$ cat src/rtl/pos_wrap_pkg.sv
// pos_wrap_pkg: shared defaults, sum width and channel slice helper for pos_wrap_accum.
package pos_wrap_pkg;
  localparam int W_DEF = 10;
  localparam int CH_DEF = 2;
  localparam int RW_DEF = 16;
  localparam int PPR_RST_DEF = 599;
  localparam int SUM_GUARD = 2;
  localparam int SW_DEF = W_DEF + SUM_GUARD;
  localparam int SLICE_MAX = 1024;
  function automatic logic [63:0] ch_slice(input logic [SLICE_MAX-1:0] v, input int i, input int w);
    return 64'((v >> (i * w)) & ((SLICE_MAX'(1) << w) - SLICE_MAX'(1)));
  endfunction
endpackage

$ cat src/rtl/pos_wrap_ch.sv
// pos_wrap_ch: one channel of the wrapped position accumulator.
// Optional revolution counter enabled by REV_COUNT_EN.
module pos_wrap_ch
  import pos_wrap_pkg::*;
#(
  parameter int W = W_DEF
`ifdef REV_COUNT_EN
  , parameter int RW = RW_DEF
`endif
) (
  input  logic         clk,
  input  logic         rst,
  input  logic         clear_all,
  input  logic         clr,
  input  logic         in_valid,
  input  logic [W-1:0] delta,
  input  logic [W-1:0] ppr,
  output logic         pos_valid,
  output logic [W-1:0] position,
  output logic         wrap_fwd,
  output logic         wrap_rev,
  output logic         err
`ifdef REV_COUNT_EN
  , output logic [RW-1:0] rev
`endif
);
  localparam int SW = W + SUM_GUARD;
  logic [W-1:0] pos_q, pos_d;
  logic pv_q, pv_d, wf_q, wf_d, wr_q, wr_d, err_q, err_d;
  logic signed [W:0] d_ext;
  logic [W:0] d_mag;
  logic signed [SW-1:0] sum, lim;
  logic rej, over, under, accept, zap;
`ifdef REV_COUNT_EN
  logic [RW-1:0] rev_q, rev_d;
`endif
  always_comb begin
    d_ext = {delta[W-1], delta};
    d_mag = d_ext[W] ? $unsigned(-d_ext) : $unsigned(d_ext);
    sum = $signed({2'b00, pos_q}) + SW'(d_ext);
    lim = $signed({2'b00, ppr});
    rej = d_mag > {1'b0, ppr};
    zap = clear_all || clr;
    accept = in_valid && !zap;
    over = accept && !rej && (sum > lim);
    under = accept && !rej && (sum < 0);
    pv_d = accept;
    wf_d = over;
    wr_d = under;
    err_d = zap ? 1'b0 : (err_q || (accept && rej));
    pos_d = zap ? '0 :
            over ? W'(sum - lim - SW'(1)) :
            under ? W'(sum + lim + SW'(1)) :
            (accept && !rej) ? W'(sum) : pos_q;
`ifdef REV_COUNT_EN
    rev_d = zap ? '0 : over ? rev_q + RW'(1) : under ? rev_q - RW'(1) : rev_q;
`endif
  end
  always_ff @(posedge clk) begin
    if (rst) begin
      pos_q <= '0;
      pv_q <= 1'b0;
      wf_q <= 1'b0;
      wr_q <= 1'b0;
      err_q <= 1'b0;
`ifdef REV_COUNT_EN
      rev_q <= '0;
`endif
    end else begin
      pos_q <= pos_d;
      pv_q <= pv_d;
      wf_q <= wf_d;
      wr_q <= wr_d;
      err_q <= err_d;
`ifdef REV_COUNT_EN
      rev_q <= rev_d;
`endif
    end
  end
  assign position = pos_q;
  assign pos_valid = pv_q;
  assign wrap_fwd = wf_q;
  assign wrap_rev = wr_q;
  assign err = err_q;
`ifdef REV_COUNT_EN
  assign rev = rev_q;
`endif
endmodule

$ cat src/rtl/pos_wrap_accum.sv
// pos_wrap_accum: multi-channel encoder position accumulator wrapping into 0..PPR.
// Optional REV port and revolution counters enabled by REV_COUNT_EN.
module pos_wrap_accum
  import pos_wrap_pkg::*;
#(
  parameter int W = W_DEF,
  parameter int CH = CH_DEF,
`ifdef REV_COUNT_EN
  parameter int RW = RW_DEF,
`endif
  parameter int PPR_RST = PPR_RST_DEF
) (
  input  logic            CLK,
  input  logic            RST,
  input  logic            CFG_WE,
  input  logic [W-1:0]    PPR,
  input  logic [CH-1:0]   CLR,
  input  logic [CH-1:0]   IN_VALID,
  input  logic [CH*W-1:0] DELTA,
  output logic [CH-1:0]   POS_VALID,
  output logic [CH*W-1:0] POSITION,
  output logic [CH-1:0]   WRAP_FWD,
  output logic [CH-1:0]   WRAP_REV,
  output logic [CH-1:0]   ERR
`ifdef REV_COUNT_EN
  , output logic [CH*RW-1:0] REV
`endif
);
  logic [W-1:0] ppr_q, ppr_d;
  always_comb ppr_d = CFG_WE ? PPR : ppr_q;
  always_ff @(posedge CLK) ppr_q <= RST ? W'(PPR_RST) : ppr_d;
  for (genvar i = 0; i < CH; i++) begin : g_ch
    logic [W-1:0] delta_i;
    assign delta_i = W'(ch_slice(SLICE_MAX'(DELTA), i, W));
    pos_wrap_ch #(
      .W(W)
`ifdef REV_COUNT_EN
      , .RW(RW)
`endif
    ) u_ch (
      .clk(CLK),
      .rst(RST),
      .clear_all(CFG_WE),
      .clr(CLR[i]),
      .in_valid(IN_VALID[i]),
      .delta(delta_i),
      .ppr(ppr_q),
      .pos_valid(POS_VALID[i]),
      .position(POSITION[i*W +: W]),
      .wrap_fwd(WRAP_FWD[i]),
      .wrap_rev(WRAP_REV[i]),
      .err(ERR[i])
`ifdef REV_COUNT_EN
      , .rev(REV[i*RW +: RW])
`endif
    );
  end
endmodule

$ cat config.mk
export PLATFORM = sky130hd
export DESIGN_NAME = pos_wrap_accum
export DESIGN_NICKNAME = d
export VERILOG_FILES = /design/src/rtl/pos_wrap_pkg.sv /design/src/rtl/pos_wrap_ch.sv /design/src/rtl/pos_wrap_accum.sv
export SDC_FILE = /design/constraint.sdc
export NUM_CORES = 1
export LEC_CHECK = 0
export BUFFER_PORTS_ARGS = -buffer_cell sky130_fd_sc_hd__buf_2
export CAP_MARGIN = 30
export CELL_PAD_IN_SITES_DETAIL_PLACEMENT = 1
export CELL_PAD_IN_SITES_GLOBAL_PLACEMENT = 1
export CORE_MARGIN = 5
export CORE_UTILIZATION = 25
export DETAILED_ROUTE_END_ITERATION = 7
export GPL_ROUTABILITY_DRIVEN = 1
export PLACE_DENSITY = 0.55
export SKIP_CTS_REPAIR_TIMING = 1
export SYNTH_ARGS = -nofsm -noshare
export SYNTH_HDL_FRONTEND = slang
export SYNTH_SLANG_ARGS = --single-unit
$ cat constraint.sdc
create_clock -name CLK -period 5.36 [get_ports CLK]
set_input_delay 0.268 -clock CLK [delete_from_list [all_inputs] [get_ports CLK]]
set_output_delay 0.268 -clock CLK [all_outputs]
set_load 0.02 [all_outputs]
Yosys cells after proc, flatten, opt, wreduce, memory -nomap -nowiden
Cells that the tools add are included.
W data, S select, Z words.
Storage, ports and cells
  bits in registers: 38
  bits of input ports: 37
  output and inout bits: 28
  logic and storage cells: 59
Operators by class
  $add $sub $neg: 12
  order comparisons: 6
  mux-type cells: 8
  reduce and logical (&&, ||, !) cells: 22
Operators by type and width (count)
  $mux W10: 6
  $add A11 B10 Y12: 2
  $gt A12 B11 Y1: 2
  $lt A12 B1 Y1 const B: 2
  $gt A11 B10 Y1: 2
  $mux W11: 2
  $neg A10 Y11: 2
  $add A10 B10 Y10: 2
  $add A10 B2 Y10 const B: 2
  $sub A10 B10 Y10: 2
  $sub A10 B2 Y10 const B: 2
  $logic_and A1 B1 Y1: 10
  $reduce_bool A3 Y1: 2
  $logic_not A1 Y1: 4
  $logic_or A1 B1 Y1: 4
  $reduce_or A2 Y1: 2

Logic depth before layout (Yosys ltp)
  word-level depth: 8
  depth in mapped cells: 19
  depth with buffers taken out: 17

Hierarchy
A second synthesis with hierarchy kept.
Second synthesis, totals
  cells, all modules: 702
  area total of the unflattened synthesis: 5540.3 um^2
By module, submodules not included
  pos_wrap_ch (g_ch[0].u_ch): instances 1, cells each 346, area each 2592.5 um^2, sequential area each 280.3 um^2
  pos_wrap_ch (g_ch[1].u_ch): instances 1, cells each 324, area each 2580.0 um^2, sequential area each 280.3 um^2
  pos_wrap_accum: instances 1, cells each 32, area each 367.9 um^2, sequential area each 200.2 um^2

Least setup slack after synthesis
Ideal clock, no wire load.
  kind: flip-flop to flip-flop
  from: register g_ch[0].u_ch.pos_q[0]
  to: register g_ch[0].u_ch.pos_q[3]
  library setup time: 0.117 ns
  arrival: 3.835 ns
  required time: 5.243 ns
  setup slack: 1.408 ns
  cell stages (with the launch flop): 18
  path buffers: 0
  period minus slack after synthesis: 3.952 ns
  cells stage by stage: dfxtp_1 ha_1 fa_1 a211oi_2 nor2_1 o21a_1 nor2_1 xnor2_1 ha_1 o21ai_0 nor2_1 o311ai_0 a32oi_1 nand2b_1 a311oi_4 and2_1 nand2b_1 a32o_1
On the way
  cells in the longest elaborated chain, start to end: 5
  elaborated cells between the ends (all ways): 13
  classes of those cells: add/sub: 5; order compare: 2; mux: 3; reduce/logical: 3
RTL lines
  start, declared: line pos_wrap_ch.sv:28  | logic [W-1:0] pos_q, pos_d;
  start signal, assigned: line pos_wrap_ch.sv:70  | pos_q <= pos_d;
  $add A11 B10 Y12 *: line pos_wrap_ch.sv:40  | sum = $signed({2'b00, pos_q}) + SW'(d_ext);
  $add A10 B10 Y10 / $lt A12 B1 Y1 (equally long branches): line pos_wrap_ch.sv:53, pos_wrap_ch.sv:46
  $add A10 B2 Y10 / $logic_and A1 B1 Y1 (equally long branches): line pos_wrap_ch.sv:53, pos_wrap_ch.sv:46
  $mux W10: line pos_wrap_ch.sv:53  | under ? W'(sum + lim + SW'(1)) :
  $mux W10: line pos_wrap_ch.sv:52  | over ? W'(sum - lim - SW'(1)) :
Every way passes the cells marked *; elsewhere a longest branch is shown, timed or not. The select of a mux whose other input is x is not followed.
A chain may end at the register's enable or synchronous reset.

Worst setup path after layout
  from: register g_ch[1].u_ch.pos_q[1]
  to: register g_ch[1].u_ch.pos_q[4]
On the way
  cells in the longest elaborated chain, start to end: 5
  elaborated cells between the ends (all ways): 13
  classes of those cells: add/sub: 5; order compare: 2; mux: 3; reduce/logical: 3
RTL lines (line)
  start, declared: pos_wrap_ch.sv:28
  start signal, assigned: pos_wrap_ch.sv:70
  $add A11 B10 Y12 *: pos_wrap_ch.sv:40
  $add A10 B10 Y10 / $lt A12 B1 Y1 (equally long branches): pos_wrap_ch.sv:53, pos_wrap_ch.sv:46
  $add A10 B2 Y10 / $logic_and A1 B1 Y1 (equally long branches): pos_wrap_ch.sv:53, pos_wrap_ch.sv:46
  $mux W10: pos_wrap_ch.sv:53
  $mux W10: pos_wrap_ch.sv:52
Marks and branches as above.

==> out/qor.log <==
[logic_synthesis] dominant combinational cell family by area after synthesis compound AO/OA/AOI/OAI gates
[run] count of max-cap constraint violations 0
[layout] most common cell after layout, fill and taps aside sky130_fd_sc_hd__ha_1
[logic_synthesis] cell area after synthesis 5130 sq um
[cts] clock latency reported for the late side of the worst-skew pair 0.30 ns
[pwr] cell-internal power 796 uW
[floorplanning] die outline width 153 um
[logic_synthesis] top area cells in the synthesized netlist sky130_fd_sc_hd__ha_1 20%, sky130_fd_sc_hd__dfxtp_1 15%, sky130_fd_sc_hd__xnor2_1 6.8%
[logic_synthesis] xor and xnor area share after synthesis 8.71%
[timing] fin. max-slew vios 0
[grt] maximum number of pins on one net before global-route repair 21
[grt] initial antenna violation count 0
[layout] Syn-to-layout area delta 14.4%
[cts] CTS Buf Count 5
[detailed_routing] detailed-route wire length per cell 18.5 um
[logic_synthesis] fraction of registers with async set or reset after synthesis 0%
[pwr] switching fraction of total power 38.4%
[logic_synthesis] number of distinct standard cells referenced by the synthesized netlist 71
[worst_hold_path] path type of the worst min-delay path input port to register
[detailed_routing] wirelength, routed 18.0 mm
[floorplanning] starting utilization of the core area 25.3%
[detailed_routing] routed via count 4923
[detailed_routing] detailed-route vias per instance 5.07
[grt] first-pass GRT wire length 28.6 mm
[setup_path] Data required, critical path 5.60 ns
[setup_path] list of cells traversed by the critical path ha_1 -> a211o_1 -> a21oi_1 -> o21bai_1 -> xor2_1 -> ha_1 -> a211oi_1 -> o31a_1 -> o21bai_1 -> a221o_1 -> a21boi_0 -> o211a_1 -> nand2b_1 -> mux2_2 -> a21oi_1
[placed_design] post-DP HPWL 15.0 mm
[floorplanning] io pins 65
[detailed_routing] # DRC 0
[logic_synthesis] mux contribution to synthesized area 2.64%
[logic_synthesis] Cells after Synth 654
[logic_synthesis] post-synthesis sequential area ratio 14.8%
[cts] Clk pin slew, worst setup/hold paths 0.07 ns
[logic_synthesis] Synth Area per Inst 7.84 sq um
[grt] global-route total usage across every layer 15.3%
[timing] worst slew margin relative to its limit 40.5%
[layout] Layout Utilization 29.0%
[floorplanning] area of the die 23500 sq um
[timing] minimum clock period after layout 4.52 ns
[timing] Setup TNS Final 0 ns
[cts] number of H-tree branching levels 2
[setup_path] critical path's largest stage delay 0.42 ns
[logic_synthesis] Synth Net Count 781
[detailed_routing] Post-DRT Antenna Nets 0
[logic_synthesis] synthesis warning total 0
[timing] measured slew at the worst slew-check pin 0.885 ns
[setup_path] kind of end point of the critical path register
[cts] total number of clock tree sinks 38
[logic_synthesis] Primary FF master, synth sky130_fd_sc_hd__dfxtp_1
[placed_design] number of buffers inserted by port buffering 64
[floorplanning] height of the die 153 um
[setup_path] category of the critical setup timing path register to register
[pwr] worst ir drop on vdd 0.105 mV
[logic_synthesis] post-synthesis compound-gate area fraction 27.4%
[pwr] Sequential Power Share 23.4%
[pwr] Combinational Power Share 43.6%
[pwr] switching power 497 uW
[layout] number of nets in the layout 827
[layout] share of final-layout standard cells stronger than drive strength 1 13.1%
[timing] Max Clock Skew 0.00729 ns
[timing] maximum clock frequency 221 MHz
[cts] clock root cell sky130_fd_sc_hd__clkbuf_16
[layout] top library cells by usage in the layout, fill and taps aside 84 x sky130_fd_sc_hd__ha_1, 64 x sky130_fd_sc_hd__buf_2, 58 x sky130_fd_sc_hd__nand2_1, 50 x sky130_fd_sc_hd__inv_1, 48 x sky130_fd_sc_hd__nor2_1
[layout] Filler Cells Inserted 2465
[timing] unrepaired setup endpoints after global routing false
[setup_path] critical path data arrival time 4.76 ns
[logic_synthesis] Yosys top cell area share 20.5%
[logic_synthesis] cell type contributing the most total cell area after synthesis sky130_fd_sc_hd__ha_1
[detailed_routing] DR pass1 iterations 4
[grt] via count of the first global-routing pass 5281
[grt] total overflow reported by the global router 0
[timing] post-route clock period utilization 84.3%
[outcome] run status finished clean
[setup_path] Max stage delay cell, worst path sky130_fd_sc_hd__dfxtp_1
[layout] diodes inserted 0
[logic_synthesis] number of flops mapped to enable cells by yosys 0
[pwr] power density cells 220 nW/um^2
[pwr] Clock Power Share 33.0%
[floorplanning] Core Area 20200 sq um
[cts] clock tree from TritonCTS yes
[floorplanning] floorplan row count 52
[setup_path] Startpoint Class register
[cts] clock tree buffer depth 2
[logic_synthesis] number of register bits inferred by synthesis 38
[placed_design] Placer Congestion 0.886
[timing] Fin. Hold Viols 0
[pwr] P_leak 0.00270 uW
[detailed_routing] first-iteration detailed-routing DRC count 206
[logic_synthesis] fraction of the mapped netlist area in simple logic gates 17.0%
[logic_synthesis] share of synthesized cell area in full adder, half adder and majority cells 22.8%
[timing] total of endpoints with negative setup slack in the final report 0
[setup_path] top fanout value on the critical path 13
==> metal layers <==
layer	vias to the layer above	track usage (%)	wire length, um
met2	84	26.4	8370
met1	2356	19.7	8700
met5	-	0	0
met4	0	4.12	435
li1	2462	-	-
met3	21	2.35	495
==> metrics by stage <==
stage	hold WS, ns	power, uW	cells	worst slack [ns]	cell area [sq um]
after detailed placement	0.467	870	963	0.766	5670
final	0.194	1290	971	0.839	5870
after CTS	0.193	1310	971	0.829	5870
after global routing	0.200	1370	971	0.518	5870
after global placement	0.471	853	963	0.834	5670
after floorplan	0.390	709	654	1.41	5130
==> synth_stat cells (9+ instances only) <==
master,number
sky130_fd_sc_hd__a211oi_1,9
sky130_fd_sc_hd__a21o_1,9
sky130_fd_sc_hd__a21oi_1,39
sky130_fd_sc_hd__clkbuf_1,17
sky130_fd_sc_hd__dfxtp_1,38
sky130_fd_sc_hd__ha_1,84
sky130_fd_sc_hd__inv_1,50
sky130_fd_sc_hd__mux2i_1,9
sky130_fd_sc_hd__nand2_1,58
sky130_fd_sc_hd__nand2b_1,14
sky130_fd_sc_hd__nand3_1,9
sky130_fd_sc_hd__nor2_1,48
sky130_fd_sc_hd__nor3_1,14
sky130_fd_sc_hd__o211ai_1,10
sky130_fd_sc_hd__o21a_1,13
sky130_fd_sc_hd__o21ai_0,37
sky130_fd_sc_hd__o21bai_1,12
sky130_fd_sc_hd__o31ai_1,10
sky130_fd_sc_hd__xnor2_1,40
sky130_fd_sc_hd__xor2_1,11
==> critical path: cells and delay by family, from the launching register on <==
family          cells  cell delay (ns)
fa+ha+maj           2             0.70
compound gates     10             2.39
simple gates        1             0.24
xor+xnor            1             0.34
flops               1             0.42
mux                 1             0.35
==> layout make-up <==
| class | instances | area (sq um) | share of cell area (%) |
|---|---|---|---|
| repair buffers | 69 | 358 | 6.10 |
| clock buffers | 6 | 139 | 2.37 |
| multi-input cells | 536 | 4030 | 68.6 |
| inverters | 50 | 188 | 3.20 |
| well taps | 270 | 338 | 5.76 |
| flip-flops and latches | 38 | 761 | 13.0 |
| clock inverters | 2 | 60.1 | 1.02 |
==> kinds of logic after synthesis <==
family                   after synthesis
XOR/XNOR                              51
multiplexers                          13
flip-flops                            38
AND/OR/NAND/NOR                      183
AO/OA/AOI/OAI                        199
buffers and inverters                 80
adder cells (fa/ha/maj)               90
==> power by group through the flow <==
stage | clock [uW] | sequential, uW | combinational, uW
floorplan | 0 | 310 | 400
global placement | 0 | 309 | 545
detailed placement | 0 | 309 | 561
CTS | 439 | 302 | 566
global route | 446 | 304 | 625
finish | 427 | 302 | 564
==> worst paths after layout <==
| path | from | to | slack (ns) | depth (start not counted) |
|---|---|---|---|---|
| max | g_ch[1].u_ch.position[1] | g_ch[1].u_ch.position[4] | 0.84 | 15 |
| min | PPR[9] | ppr_q[9] | 0.19 | 3 |
| max reg2reg | g_ch[1].u_ch.position[1] | g_ch[1].u_ch.position[4] | 0.84 | 15 |
| min reg2reg | g_ch[1].u_ch.err | g_ch[1].u_ch.err | 0.48 | 2 |
==> registers in the layout (all words and copies together) (netlist names) <==
name and cells:
g_ch.u_ch.err 2, g_ch.u_ch.pos_valid 2, g_ch.u_ch.position 20, g_ch.u_ch.wrap_fwd 2, g_ch.u_ch.wrap_rev 2, ppr_q 10
No activity file was read; power rests on OpenSTA's default activity.
